## src/rtl/alu_mul_seq.sv

```systemverilog
// Sequential unsigned 32x32->64 shift-add multiplier that borrows the shared
// 32-bit ALU as its only adder, one partial-product add per RUN cycle.
module alu_mul_seq #(
    parameter logic [2:0] OP_ADD = 3'b010
) (
    input  logic        clk,
    input  logic        reset,
    input  logic        start,
    input  logic [31:0] mcand,
    input  logic [31:0] mplier,
    output logic        busy,
    output logic        done,
    output logic [63:0] product,
    output logic [31:0] alu_a,
    output logic [31:0] alu_b,
    output logic [2:0]  alu_op,
    input  logic [31:0] alu_out,
    input  logic        alu_cout
);

    localparam int unsigned W     = 32;
    localparam int unsigned CNT_W = 5;

    localparam logic [CNT_W-1:0] CNT_LAST = CNT_W'(W - 1);

    localparam logic [1:0] S_IDLE = 2'd0;
    localparam logic [1:0] S_RUN  = 2'd1;
    localparam logic [1:0] S_DONE = 2'd2;

    logic [1:0]       state;
    logic [1:0]       state_next;
    logic [W-1:0]     hi;
    logic [W-1:0]     lo;
    logic [W-1:0]     mcand_r;
    logic [CNT_W-1:0] cnt;
    logic [2*W-1:0]   step_c;

    // 33-bit ALU sum shifted right by one into the {hi,lo} pair
    assign step_c = {alu_cout, alu_out, lo[W-1:1]};

    assign alu_a  = hi;
    assign alu_b  = lo[0] ? mcand_r : '0;
    assign alu_op = OP_ADD;

    always_comb begin
        state_next = state;
        case (state)
            S_IDLE:  if (start) state_next = S_RUN;
            S_RUN:   if (cnt == CNT_LAST) state_next = S_DONE;
            S_DONE:  state_next = S_IDLE;
            default: state_next = S_IDLE;
        endcase
    end

    always_ff @(posedge clk) begin
        if (reset) begin
            state <= S_IDLE;
            busy  <= 1'b0;
            done  <= 1'b0;
        end else begin
            state <= state_next;
            busy  <= (state_next == S_RUN);
            done  <= (state_next == S_DONE);
        end
    end

    always_ff @(posedge clk) begin
        if (reset) begin
            hi      <= '0;
            lo      <= '0;
            mcand_r <= '0;
            cnt     <= '0;
            product <= '0;
        end else begin
            case (state)
                S_IDLE: begin
                    if (start) begin
                        hi      <= '0;
                        lo      <= mplier;
                        mcand_r <= mcand;
                        cnt     <= '0;
                    end
                end
                S_RUN: begin
                    {hi, lo} <= step_c;
                    cnt      <= CNT_W'(cnt + CNT_W'(1));
                    if (cnt == CNT_LAST) product <= step_c;
                end
                default: ;
            endcase
        end
    end

endmodule

```

## config.mk

```make
export PLATFORM = sky130hd
export DESIGN_NAME = alu_mul_seq
export DESIGN_NICKNAME = d
export VERILOG_FILES = /design/src/rtl/alu_mul_seq.sv
export SDC_FILE = /design/constraint.sdc
export NUM_CORES = 1
export LEC_CHECK = 0
export CORE_UTILIZATION = 48
export CTS_CLUSTER_DIAMETER = 60
export CTS_CLUSTER_SIZE = 28
export DETAILED_ROUTE_END_ITERATION = 12
export PLACE_DENSITY = 0.83
export SLEW_MARGIN = 20
export SYNTH_ARGS = -nofsm -noshare
export SYNTH_HDL_FRONTEND = slang
export SYNTH_SLANG_ARGS = --single-unit
```

## constraint.sdc

```tcl
create_clock -name clk -period 5.05 [get_ports clk]
set_clock_uncertainty 0.05 [all_clocks]
set_input_delay 0.505 -clock clk [delete_from_list [all_inputs] [get_ports clk]]
set_output_delay 0.505 -clock clk [all_outputs]
set_load 0.05 [all_outputs]
```

Word-level counts from Yosys, hierarchy flattened
Cells that the tools add are included.
- bits in registers: 169
- bits of input ports: 100
- output and inout port bits: 133
- logic and storage cells: 29
- add/subtract/negate cells: 1
- equal/unequal tests: 5
- multiplexer cells: 10
- reductions and logical operators: 5
- operators with widths (cell ; count):
    $pmux 32 s2 ; 2
    $mux 32 ; 3
    $pmux 5 s2 ; 1
    $reduce_and 2->1 ; 3
    $add 5x1->5 const B ; 1
    $eq 5x5->1 const B ; 1
    $mux 5 ; 1
    $eq 2x1->1 const B ; 2
    $mux 2 ; 2
    $pmux 2 s2 ; 1
    $eq 2x2->1 const B ; 1
    $logic_not 2->1 ; 1
    $ne 2x2->1 const B ; 1
    $reduce_bool 2->1 ; 1

Logic depth before layout (Yosys ltp)
Gate-level depths: netlist of run 1.
- depth after elaboration: 4
- mapped depth: 8
- depth with buffers taken out: 6

Least setup slack after synthesis of run 1
OpenSTA, ideal clock, no wires.
- path kind: register to register
- start: register cnt[0]
- end: register product[0]
- setup time: 0.070 ns
- arrival time: 1.571 ns
- required time: 4.930 ns
- setup slack: 3.359 ns
- stages on the path, launching flop included: 9
- buffers on the path: 2
- clock period less this slack: 1.691 ns
- path through: dfxtp_1 -> ha_1 -> and3_1 -> ha_1 -> nand3b_1 -> buf_2 -> buf_2 -> nand2_1 -> a21oi_1
- longest elaborated chain between the ends: 2
- ends and longest elaborated chain (what ; RTL line ; text):
    from (decl) ; 35 ; logic [CNT_W-1:0] cnt;
    from (signal assigned) ; 86 ; cnt <= CNT_W'(cnt + CNT_W'(1));
    $eq 5x5->1 ; 87 ; if (cnt == CNT_LAST) product <= step_c;
    $reduce_and 2->1 (no source line) ; n/a ;
    to (signal assigned) ; 87 ;
    to (decl) ; 13 ; output logic [63:0] product,
No other way between the ends.
A chain may end at the register's enable or synchronous reset.

Final worst setup path of run 1
- start: register lo[0]
- end: output port alu_b[4]
- longest elaborated chain between the ends: 1
- ends and longest elaborated chain (what ; RTL line ; text):
    from (decl) ; 33 ; logic [W-1:0] lo;
    from (signal assigned) ; 79 ; lo <= mplier;
    from (signal assigned) ; 85 ; {hi, lo} <= step_c;
    $mux 32 ; 42 ; assign alu_b = lo[0] ? mcand_r : '0;
    to (decl) ; 15 ; output logic [31:0] alu_b,
No other way between the ends.

==> summary.md, run 1 <==
| Metric | Value |
|---|---|
| Sequential share of the synthesized area | `between 50% and 60%` |
| Via count | `between 5,000 and 6,000` |
| Worst EP arrival | `between 2 and 2.5 ns` |
| Worst R2R Path Depth | `7` |
| WP data required | `around 4.5 ns` |
| Htree depth | `4` |
| CP max stage cell | `dfxtp_1` |
| Final setup fails | `0` |
| Synth area leader | `dfxtp_1` |
| Synth top area share | `a little over half` |
| Setup Crit Path Kind | `flip-flop to output port` |
| Slew margin rel. | `29.49%` |
| Vias per cell | `between 5 and 6` |
| Hold Crit Depth | `2` |
| Commonest non-fill, non-tap cell in the layout | `clkdlybuf4s50_1` |
| Hold crit path type | `flip-flop to flip-flop` |
| Setup TNS | `0 ns` |
| Crit end category | `output port` |
| WHS | `between 0.3 and 0.4 ns` |
| Total routed wirelength | `around 17 mm` |
| Clock Path Buffers | `2` |
| Synthesized flop and latch total | `about 170` |
| Placed cell count | `about 1,100` |
| RR Endpoint | `product[51]` |
| Growth of design area from synthesis to finish | `44.51%` |
| Synth cell types | `32` |
| DRT iter0 DRCs | `approximately 370` |
| Largest net degree at the start of global routing | `about 100` |
| DIE WIDTH | `roughly 120 um` |
| Startpoint types | `flip-flop` |
| Post-synthesis instance total | `750` |
| I/O pin cnt | `233` |
| Clk sink count | `around 170` |
| Status | `complete, no violations` |
| Layout Nets | `approximately 1,000` |
| Clock transition at the registers of the reported paths | `0.06 ns` |
| Area post-placement | `approximately 8600 sq um` |
| Slowest stage delay, CP | `between 0.8 and 0.9 ns` |
| Hold Crit Endpoint | `mcand_r[30]` |
| Fmax | `0.3526 GHz` |
| WL/cell | `roughly 15 um` |
| Initial antenna violation count | `0` |
| Area taken by multi-input logic gates | `~2600 sq um` |
| Largest family of logic cells by synthesized area | `simple AND/OR/NAND/NOR gates` |
| RR Startpoint | `cnt[0]` |
| Power Dens Cells | `approximately 340 nW/um^2` |
| TritonCTS Buffers | `17` |
| RSZ-0062 raised after global routing | `no` |
| Pins Over Slew Limit | `0` |
| Final worst-path cycle share | `between 50% and 60%` |
| # DRC | `0` |
| Min-delay src | `mcand_r[30]` |
| Pleak | `between 3 and 4 nW` |
| CP Max Fanout | `33` |
| Final GP Congestion | `0.7806` |
| DRT antenna net count | `0` |
| Post-synthesis simple-gate area fraction | `about a fifth` |
| Maximum vdd drop | `approximately 0.21 mV` |
| Synth warnings | `0` |
| CP Buf/Inv Count | `1` |
| Final HPWL DP | `around 11 mm` |
| Post-synth EDFFs | `0` |
| Synth top area cells | `dfxtp_1, nand2_1, a21oi_1` |
| Chip height | `roughly 120 um` |
| GRT Util Overall | `roughly a quarter` |
| Post-cts sizing count | `0` |
| Max Cap Viol | `0` |
| Filler cell count | `972` |
| Mapped Avg Cell Area | `between 8 and 9 sq um` |
| Cell family with most CP delay | `flip-flops` |
| Reg2reg setup slack | `2.57 ns` |
| Layout Cell Area excl Fill | `between 9000 and 10,000 sq um` |
| Compound-cell area share of the yosys netlist | `18.15%` |
| Reg area | `approximately 3400 sq um` |
| Drt first pass iters | `4` |
| Pwr Total | `3.110 mW` |
| Worst-Skew Late Latency | `~0.4 ns` |
| Adder-cell area share of the yosys netlist | `less than 1%` |
| CTS tree | `yes` |
| Post-route insts no fill | `around 1,100` |
| Port Buffer Count | `between 200 and 250` |
| Root buffer cell | `clkbuf_16` |
| Hold_buf cts | `0` |
| Ys flop type | `dfxtp_1` |
| Min Tclk post-route | `approximately 2.8 ns` |
| Number of global-route vias before repair | `between 5,000 and 6,000` |
| First-pass GRT wire length | `between 20 and 30 mm` |
| Global route total overflow | `0` |
| Multiplexer area fraction after synthesis | `2.360%` |
| Setup repair bufs after CTS | `0` |
| Synth async-reset ratio | `0%` |
| CP Cell Sequence | `and2_1, clkdlybuf4s50_1` |
| Starting Density | `between 40% and 50%` |
| Commonest non-fill, non-tap cells in the layout | `clkdlybuf4s50_1, nand2_1, dfxtp_1, a21oi_1, nor2_1` |
| # rows | `41` |
| Pin slew with the least headroom to its limit | `approximately 1.1 ns` |
| Fraction of layout cells with a size suffix above 1 | `under 10%` |
| Endpoints failing hold | `0` |
| Die area | `between 10,000 and 15,000 sq um` |
| Synthesized area | `6361 sq um` |
| CORE AREA | `approximately 13,000 sq um` |
| Xor and xnor area share after synthesis | `0%` |
| # diodes | `0` |
[sequential cells by signal, indices dropped and copies added (netlist names)]
signal,count
product,64
alu_a,32
lo,32
mcand_r,32
cnt,5
state,2
busy,1
done,1
[through the flow]
step,utilization (%),worst slack [ns]
2_1_floorplan,-,3.359
3_3_place_gp,67.05,2.550
3_5_place_dp,67.05,2.486
4_1_cts,71.95,2.183
5_1_grt,71.97,2.017
6_report,71.97,2.214
[worst max-delay path by stage]
stage / start / end / depth (start not counted)
after floorplan: cnt[0] / product[0] / 8
after global placement: start / lo[14] / 4
after detailed placement: start / lo[28] / 4
after CTS: lo[0] / alu_b[12] / 2
after global routing: lo[0] / alu_b[27] / 2
final: lo[0] / alu_b[4] / 2
[synthesized netlist by cell type (all sizes together) (2+ instances only)]
library cell	n
a211oi	35
a21oi	98
a22oi	34
and2	32
and3	2
buf	40
clkbuf	26
clkinv	2
conb	2
dfxtp	169
ha	2
mux2i	15
nand2	192
nor2	69
nor2b	2
o22ai	17
[final cells by class]
cell class,count,area share [%]
Sequential cell,169,36.80
Multi-Input combinational cell,513,28.53
Timing Repair Buffer,235,25.40
Clock buffer,25,5.608
Tap cell,172,2.341
Clock inverter,6,1.198
Inverter,3,0.1225
[tightest hold or removal path, delay by kind of cell, from the launching register on]
family	cells	cell delay (ns)
AO/OA/AOI/OAI	1	0.05
AND/OR/NAND/NOR	1	0.05
flip-flops	1	0.30
[metal layers]
layer  vias to the layer above  share of wire, %  track usage [%]
met5                         -                 0                0
li1                       2890                 -                -
met1                      2607                42            29.72
met3                        22               8.1            7.827
met4                         0               1.7            10.04
met2                       198                48            40.75
[cell families after synthesis]
logic type | count (synthesis)
simple gates | 305
buf+inv | 69
flops | 169
compound gates | 188
fa+ha+maj | 2
mux | 15
other cells | 2
[where the power goes]
group / total (mW) / internal (mW) / switching [mW]
clock network: 1.35 / 0.855 / 0.494
logic: 0.336 / 0.151 / 0.185
registers: 1.43 / 1.39 / 0.0400
total: 3.11 / 2.39 / 0.718
No activity file was read; power rests on OpenSTA's default activity.
==> run 2, diff against run 1 <==
--- a/config.mk
+++ b/config.mk
@@ -5,11 +5,11 @@
 export SDC_FILE = /design/constraint.sdc
 export NUM_CORES = 1
 export LEC_CHECK = 0
-export CORE_UTILIZATION = 48
+export CORE_UTILIZATION = 40
 export CTS_CLUSTER_DIAMETER = 60
 export CTS_CLUSTER_SIZE = 28
 export DETAILED_ROUTE_END_ITERATION = 12
-export PLACE_DENSITY = 0.83
+export PLACE_DENSITY = 0.74
 export SLEW_MARGIN = 20
 export SYNTH_ARGS = -nofsm -noshare
 export SYNTH_HDL_FRONTEND = slang
==> constraint.sdc (replaced) <==
create_clock -name clk -period 2.38 [get_ports clk]
set_clock_uncertainty 0.05 [all_clocks]
set_input_delay 0.238 -clock clk [delete_from_list [all_inputs] [get_ports clk]]
set_output_delay 0.238 -clock clk [all_outputs]
set_load 0.05 [all_outputs]
==> run 2 against run 1 <==
Effect of this change: die area grew 20%; hold slack lost 0.18 ns; sequential power rose by 110%; worst setup slack got worse by 1.8 ns; global-route usage fell by 3.1 points; largest cell class unchanged; combinational power up 120%; clock power grew 120%; non-clock buffer count rose by 9; count of clock-buffer cells in the layout shrank 2; sequential share of layout area fell by 0.50 points; core utilization down 11 points.
==> summary.md, run 2 (same netlist as run 1, synthesis figures left out) <==
| Metric | Value |
|---|---|
| Maximum vdd drop | `around 0.49 mV` |
| CTS tree | `yes` |
| NetSw | `about 1.6 mW` |
| CORE AREA | `roughly 15,000 sq um` |
| Total routed wirelength | `about 17 mm` |
| Clk pwr share | `about 45%` |
| Startpoint types | `flip-flop` |
| DRT iter0 DRCs | `around 280` |
| Number of global-route vias before repair | `roughly 5,400` |
| DIE WIDTH | `about 130 um` |
| Final worst-path cycle share | `slightly above 80%` |
| RSZ-0062 raised after global routing | `no` |
| Top reg by flops | `product` |
| CP Max Fanout | `20` |
| Max reg flops | `64` |
| # diodes | `0` |
| Layout Nets | `around 1,100` |
| Worst-Skew Late Latency | `0.42 ns` |
| Hold Crit Endpoint | `alu_a[3]` |
| Fmax | `0.5168 GHz` |
| Htree depth | `4` |
| Final GP Congestion | `roughly 0.74` |
| Chip height | `~130 um` |
| Min-delay src | `reset` |
| Final setup fails | `0` |
| Drt first pass iters | `5` |
| Vias per cell | `between 4 and 5` |
| Max Cap Viol | `0` |
| Starting Density | `41.38%` |
| Initial antenna violation count | `0` |
| Setup Crit Path Kind | `flip-flop to output port` |
| Sw Ratio | `23.64%` |
| Power Dens Cells | `727.3 nW/um^2` |
| Placed cell count | `1,140` |
| Reg2reg setup slack | `~0.54 ns` |
| Commonest non-fill, non-tap cell in the layout | `clkdlybuf4s50_1` |
| Status | `complete, no violations` |
| Int Pwr | `5.176 mW` |
| Min Tclk post-route | `a little under 2 ns` |
| Worst R2R Path Depth | `3` |
| Root buffer cell | `clkbuf_16` |
| Hold_buf cts | `0` |
| Commonest non-fill, non-tap cells in the layout | `clkdlybuf4s50_1, nand2_1, dfxtp_1, a21oi_1, nor2_1` |
| Setup TNS | `0 ns` |
| First-pass GRT wire length | `27.62 mm` |
| Post-route insts no fill | `around 1,200` |
| Pleak | `about 3.5 nW` |
| Hold crit path type | `primary input to flip-flop` |
| Worst EP arrival | `1.65 ns` |
| RR Startpoint | `state[0]` |
| GRT Util Overall | `21.49%` |
| Post-cts sizing count | `0` |
| Slew margin rel. | `around 58%` |
| Pin slew with the least headroom to its limit | `between 0.6 and 0.7 ns` |
| # rows | `45` |
| Global route total overflow | `0` |
| RR Endpoint | `lo[25]` |
| DRT antenna net count | `0` |
| Die area | `16,410 sq um` |
| Clock transition at the registers of the reported paths | `0.06 ns` |
| Fraction of layout cells with a size suffix above 1 | `~8.8%` |
| Clk sink count | `~170` |
| Sequential cell fraction of total power | `roughly 45%` |
| Gate power share | `about 11%` |
| Setup repair bufs after CTS | `0` |
| # DRC | `0` |
| Port Buffer Count | `~230` |
| Via count | `approximately 5,800` |
| I/O pin cnt | `233` |
| Growth of design area from synthesis to finish | `46.52%` |
| Largest net degree at the start of global routing | `65` |
| Clock Path Buffers | `2` |
| WP data required | `around 2.1 ns` |
| WL/cell | `14.76 um` |
| Crit end category | `output port` |
| Final HPWL DP | `approximately 11 mm` |
| Pins Over Slew Limit | `0` |
| TritonCTS Buffers | `17` |
| Hold Crit Depth | `2` |
| Endpoints failing hold | `0` |
[run 2: worst max path at each step]
stage	start	end	slack, ns	cells past startpoint
after detailed placement	start	mcand_r[10]	0.46	5
after CTS	lo[0]	alu_b[17]	0.40	3
after floorplan	cnt[0]	product[0]	0.69	8
after global routing	lo[0]	alu_b[23]	0.31	3
after global placement	start	mcand_r[13]	0.49	5
final	lo[0]	alu_b[17]	0.45	3
[run 2: critical path, stage by stage (launching register included)]
cell and delay (ns):
dfxtp_1 0.59, buf_4 0.28, and2_1 0.16, buf_4 0.19
[run 2: layout make-up]
cell class	count	area, sq um
Clock buffer	23	498.0
Multi-Input combinational cell	513	2620
Clock inverter	9	158.9
Sequential cell	169	3383
Inverter	3	11.26
Tap cell	211	264.0
Timing Repair Buffer	244	2385
Fill cell	1354	6051
[run 2: routing by layer]
metal / global-route usage (%) / routed length [um]
met5: 0 / 0
met4: 8.443 / 307
met3: 8.013 / 1497
met2: 34.02 / 7985
met1: 26.43 / 7511
[run 2: power by group through the flow]
stage	clock network, mW	registers (mW)	logic (mW)
global route	3.20	3.03	0.801
CTS	3.09	3.01	0.745
detailed placement	0	3.08	0.740
finish	3.02	3.02	0.739
floorplan	0	3.14	0.363
global placement	0	3.07	0.736
[run 2: through the flow]
stage               instance area [sq um]  setup WS (ns)  hold slack [ns]  utilization, %  power (mW)
finish                               9320         0.4451           0.2195           60.63       6.779
floorplan                            6365         0.6886           0.3240               -       3.502
global placement                     8663         0.4861           0.3874           56.36       3.810
detailed placement                   8663         0.4581           0.3920           56.36       3.816
global route                         9320         0.3123           0.2372           60.63       7.031
CTS                                  9320         0.3984           0.2060           60.63       6.850
